==> src/rtl/pipeline_hazard_ctrl.sv <==
// Stall/flush controller for the 5-stage LC-3b pipeline: load-use interlock, memory wait
// states, MEM-stage redirect, two-access LDI/STI sequencing and saturating perf counters.
module pipeline_hazard_ctrl #(
   parameter int CNT_WIDTH   = 16,
   parameter bit EN_LOAD_USE = 1'b1
) (
   input  logic                 clk,
   input  logic                 reset,
   input  logic [2:0]           id_src1,
   input  logic [2:0]           id_src2,
   input  logic                 id_src1_used,
   input  logic                 id_src2_used,
   input  logic [2:0]           ex_dest,
   input  logic                 ex_is_load,
   input  logic                 imem_req,
   input  logic                 imem_resp,
   input  logic                 mem_dmem_req,
   input  logic                 dmem_resp,
   input  logic                 mem_is_indirect,
   input  logic                 mem_br_taken,
   input  logic                 clr_counters,
   output logic                 pc_load,
   output logic                 if_id_load,
   output logic                 id_ex_load,
   output logic                 ex_mem_load,
   output logic                 mem_wb_load,
   output logic                 if_id_flush,
   output logic                 id_ex_flush,
   output logic                 ex_mem_flush,
   output logic                 mem_ind_sel,
   output logic [CNT_WIDTH-1:0] stall_cycles,
   output logic [CNT_WIDTH-1:0] flush_events
);

   typedef enum logic [0:0] {RUN, IND2} state_t;

   state_t               state_q, state_d;
   logic [CNT_WIDTH-1:0] stall_cycles_q, stall_cycles_d;
   logic [CNT_WIDTH-1:0] flush_events_q, flush_events_d;
   logic                 dmem_wait, imem_wait, load_use, br_event;

   localparam logic [CNT_WIDTH-1:0] CNT_ONE = {{(CNT_WIDTH-1){1'b0}}, 1'b1};

   assign dmem_wait = mem_dmem_req & ~dmem_resp;
   assign imem_wait = imem_req & ~imem_resp;
   assign load_use  = EN_LOAD_USE & ex_is_load &
                      ((id_src1_used & (id_src1 == ex_dest)) |
                       (id_src2_used & (id_src2 == ex_dest)));

   always_comb begin
      state_d      = state_q;
      pc_load      = 1'b0;
      if_id_load   = 1'b0;
      id_ex_load   = 1'b0;
      ex_mem_load  = 1'b0;
      mem_wb_load  = 1'b0;
      if_id_flush  = 1'b0;
      id_ex_flush  = 1'b0;
      ex_mem_flush = 1'b0;
      mem_ind_sel  = 1'b0;
      br_event     = 1'b0;
      if (reset) begin
         state_d = RUN;
      end else begin
         mem_ind_sel = (state_q == IND2);
         if (dmem_wait) begin
            state_d = state_q;
         end else if ((state_q == RUN) && mem_is_indirect && dmem_resp) begin
            // Pointer fetched; freeze everything while the second access is issued.
            state_d = IND2;
         end else if ((state_q == IND2) && !dmem_resp) begin
            state_d = IND2;
         end else begin
            state_d = RUN;
            if (mem_br_taken) begin
               // MEM/WB still loads so a JSR can write its link register.
               {pc_load, if_id_load, id_ex_load, ex_mem_load, mem_wb_load} = 5'b11111;
               {if_id_flush, id_ex_flush, ex_mem_flush} = 3'b111;
               br_event = 1'b1;
            end else if (load_use || imem_wait) begin
               {pc_load, if_id_load, id_ex_load, ex_mem_load, mem_wb_load} = 5'b00111;
               id_ex_flush = 1'b1;
            end else begin
               {pc_load, if_id_load, id_ex_load, ex_mem_load, mem_wb_load} = 5'b11111;
            end
         end
      end
   end

   always_comb begin
      stall_cycles_d = stall_cycles_q;
      flush_events_d = flush_events_q;
      if (clr_counters) begin
         stall_cycles_d = '0;
         flush_events_d = '0;
      end else begin
         if (!reset && !pc_load && (stall_cycles_q != {CNT_WIDTH{1'b1}}))
            stall_cycles_d = stall_cycles_q + CNT_ONE;
         if (br_event && (flush_events_q != {CNT_WIDTH{1'b1}}))
            flush_events_d = flush_events_q + CNT_ONE;
      end
   end

   always_ff @(posedge clk) begin
      if (reset) begin
         state_q        <= RUN;
         stall_cycles_q <= '0;
         flush_events_q <= '0;
      end else begin
         state_q        <= state_d;
         stall_cycles_q <= stall_cycles_d;
         flush_events_q <= flush_events_d;
      end
   end

   assign stall_cycles = stall_cycles_q;
   assign flush_events = flush_events_q;

endmodule

==> config.mk <==
export PLATFORM = sky130hd
export DESIGN_NAME = pipeline_hazard_ctrl
export DESIGN_NICKNAME = d
export VERILOG_FILES = /design/src/rtl/pipeline_hazard_ctrl.sv
export SDC_FILE = /design/constraint.sdc
export NUM_CORES = 1
export LEC_CHECK = 0
export ABC_AREA = 1
export CORE_MARGIN = 2
export CORE_UTILIZATION = 51
export DETAILED_ROUTE_END_ITERATION = 16
export PLACE_DENSITY = 0.88
export SETUP_SLACK_MARGIN = 0.4
export SLEW_MARGIN = 15
export SYNTH_ARGS = -nofsm -noshare
export SYNTH_HDL_FRONTEND = slang
export SYNTH_SLANG_ARGS = --single-unit
==> constraint.sdc <==
create_clock -name clk -period 4.4 [get_ports clk]
set_input_delay 1.32 -clock clk [delete_from_list [all_inputs] [get_ports clk]]
set_output_delay 1.32 -clock clk [all_outputs]
set_load 0.01 [all_outputs]
==> metrics.md <==
| Metric | Value |
|---|---|
| GRT Total Usage | `24.3%` |
| 1st-iter DRT viols | `126` |
| Worst-skew pair later-pin latency | `300 ps` |
| WS Path Type | `in2out` |
| Top post-synthesis cells by area | `dfxtp_1, nand2_1, inv_1` |
| Antenna Cells | `0` |
| First-pass GRT wire length | `8.45 mm` |
| Fin. Hold Viols | `0` |
| Io pins | `62` |
| Most frequent cell after synthesis | `nand2_1` |
| CP Max Fanout | `2` |
| Mapped Cells | `312` |
| Max-slew violation count | `0` |
| Post-Layout Inst Area | `2800 um2` |
| Die ar. | `4580 um2` |
| Largest net degree at the start of global routing | `22` |
| Placed cell area | `2700 um2` |
| Most numerous cell on the critical path | `nand2_1` |
| Final #Nets | `396` |
| Hold Path Class | `reg2reg` |
| Final GP Congestion | `0.782` |
| Post-synthesis sequential area ratio | `31.9%` |
| Total wire length | `5.09 mm` |
| Mapped Avg Cell Area | `6.63 um2` |
| Post-synth EDFFs | `0` |
| Hold_buf cts | `0` |
| WP data arrival | `2570 ps` |
| DRC Markers | `0` |
| CP peak stage delay | `480 ps` |
| DR WL/cell | `12.0 um` |
| Initial antenna violation count | `0` |
| Total number of vias | `2188` |
| Number of global-route vias before repair | `1980` |
| Detail Route Antenna Nets | `0` |
| Fill cells | `334` |
| Leakage | `1.10 nW` |
| Max_slew headroom | `55.0%` |
| DIE WIDTH | `67.7 um` |
| Congestion Overflow GR | `0` |
| Worst supply voltage drop on vdd | `0.204 mV` |
| Shortest period the worst path allows | `3890 ps` |
| I/O Buffers | `61` |
| Top cell type's share of synthesized area | `31.9%` |
| Ys async rst share | `0%` |
| Die Ht | `67.7 um` |
| Setup Viol. Count Final | `0` |
| Area Growth Syn to Fin | `35.1%` |
| Post-synth top area cell | `dfxtp_1` |
| R2R Setup Slk | `2520 ps` |
| H-tree depth | `2` |
| Min Hold Slack | `500 ps` |
| Layout cells sized above 1 | `11.2%` |
| Layout Skew | `4.89 ps` |
| CP endpoint kind | `output pin` |
| Fin cells | `424` |
| Clk buf depth | `2` |
| TritonCTS Buffers | `5` |
| Synthesized Nets | `335` |
| Critical Path RT | `3080 ps` |
| CORE AREA | `3940 um2` |
| Top post-synthesis cells by count | `nand2_1, inv_1, dfxtp_1, nor2_1` |
| Post-DP HPWL | `3.82 mm` |
| Vias/cell | `5.16` |
| Kind of start point of the critical path | `input port` |
| PwrDens | `219 nW/um2` |
| Detailed Routing Iterations Pass 1 | `4` |
| FMAX | `0.257 GHz` |
| # Max-Cap Violations | `0` |
| Initial Utilization | `52.5%` |
| Setup TNS Final | `0 ps` |
| CTS tree | `done` |
| Unique masters post-synth | `29` |
| Clk pin slew, worst setup/hold paths | `60 ps` |
| Dominant synthesized flop cell | `dfxtp_1` |
| RSZ-0062 raised after global routing | `no` |
| Placed insts | `415` |
| Yosys Warn Count | `0` |
| Fin crit share | `88.4%` |
| CP Cell Sequence | `clkdlybuf4s50_1 > inv_1 > nand2_1 > nand2_1 > nor2_1 > nand2_1 > nand2_1 > nand2_1 > nand2_1 > nand2_1 > nand2_2 > nor2_2 > buf_2` |
| Worst slew pin tran | `674 ps` |
| Status | `finished clean` |
| FF+latch count, synth | `33` |
| Rows | `23` |
| Synthesized cell area | `2070 um2` |
| Root Buffer | `clkbuf_8` |
| Crit-path slowest cell | `clkdlybuf4s50_1` |
| TritonCTS sink count | `33` |
==> where the power goes <==
group | switching [mW] | internal (mW) | total, mW
Sequential | 0.00159 | 0.300 | 0.302
Combinational | 0.0469 | 0.0367 | 0.0836
Clock | 0.117 | 0.110 | 0.226
==> placed cells by master, fill, tap and decap left out, drive strengths merged, types with 6 or more instances in the layout <==
cell	Yosys	routed
a21oi	29	29
buf	8	6
clkbuf	3	7
clkdlybuf4s50	0	45
dfxtp	33	33
dlygate4sd2	0	6
inv	42	42
nand2	81	81
nand3	29	29
nor2	39	39
nor3	13	13
o21ai	8	8
xnor2	7	7
xor2	9	9
==> kinds of logic after synthesis <==
kind of cell    Yosys count  share of synthesized area (%)
compound gates           39                           10.8
xor+xnor                 16                           6.77
fa+ha+maj                 2                           1.21
buf+inv                  53                           11.0
flops                    33                           31.9
simple gates            169                           38.3
==> sequential cells by signal (all words and copies together) (netlist names) <==
name	count
flush_events	16
stall_cycles	16
state_q	1
==> routing by layer <==
metal  up-vias  wire length (um)  part of all wire (%)  track usage [%]
met3         8               217                   4.3             4.50
li1       1112                 -                     -                -
met5         -                 0                     0                0
met2        59              2640                    52             46.8
met4         0                87                   1.7             9.95
met1      1009              2150                    42             25.5
==> per-stage QoR <==
step	total power, mW	util [%]	worst slack (ps)
finish	0.611	70.9	512
global route	0.639	70.9	426
CTS	0.617	70.7	349
detailed placement	0.394	68.4	19.8
global placement	0.392	68.4	82.0
floorplan	0.357	-	655
==> what timing repair did <==
item / 4_1_cts / 5_1_grt
resized for setup: 23 / 10
setup endpoints to repair: 8 / 6
buffers inserted: 0 / 1
hold endpoints to repair: 0 / 0
pin swaps: 2 / 2
==> final cells by class <==
cell class              instances  area [um2]  area share [%]
well taps                      50        62.6            2.24
clock inverters                 2        10.0           0.358
inverters                      42         158            5.64
clock buffers                   6        72.6            2.60
flip-flops and latches         33         661            23.6
repair buffers                 65         633            22.6
multi-input cells             226        1200            42.9
==> worst paths after layout <==
check | start | endpoint | cells past startpoint
max | id_src1[2] | if_id_load | 13
min | flush_events[8] | flush_events[8] | 2
max reg2reg | stall_cycles[0] | stall_cycles[9] | 9
min reg2reg | flush_events[8] | flush_events[8] | 2
==> worst max-delay path: cells and delay by family <==
kind	cells	cell delay (ps)
simple gates	10	600
buf+inv	3	650
(Power assumes the default switching activity.)
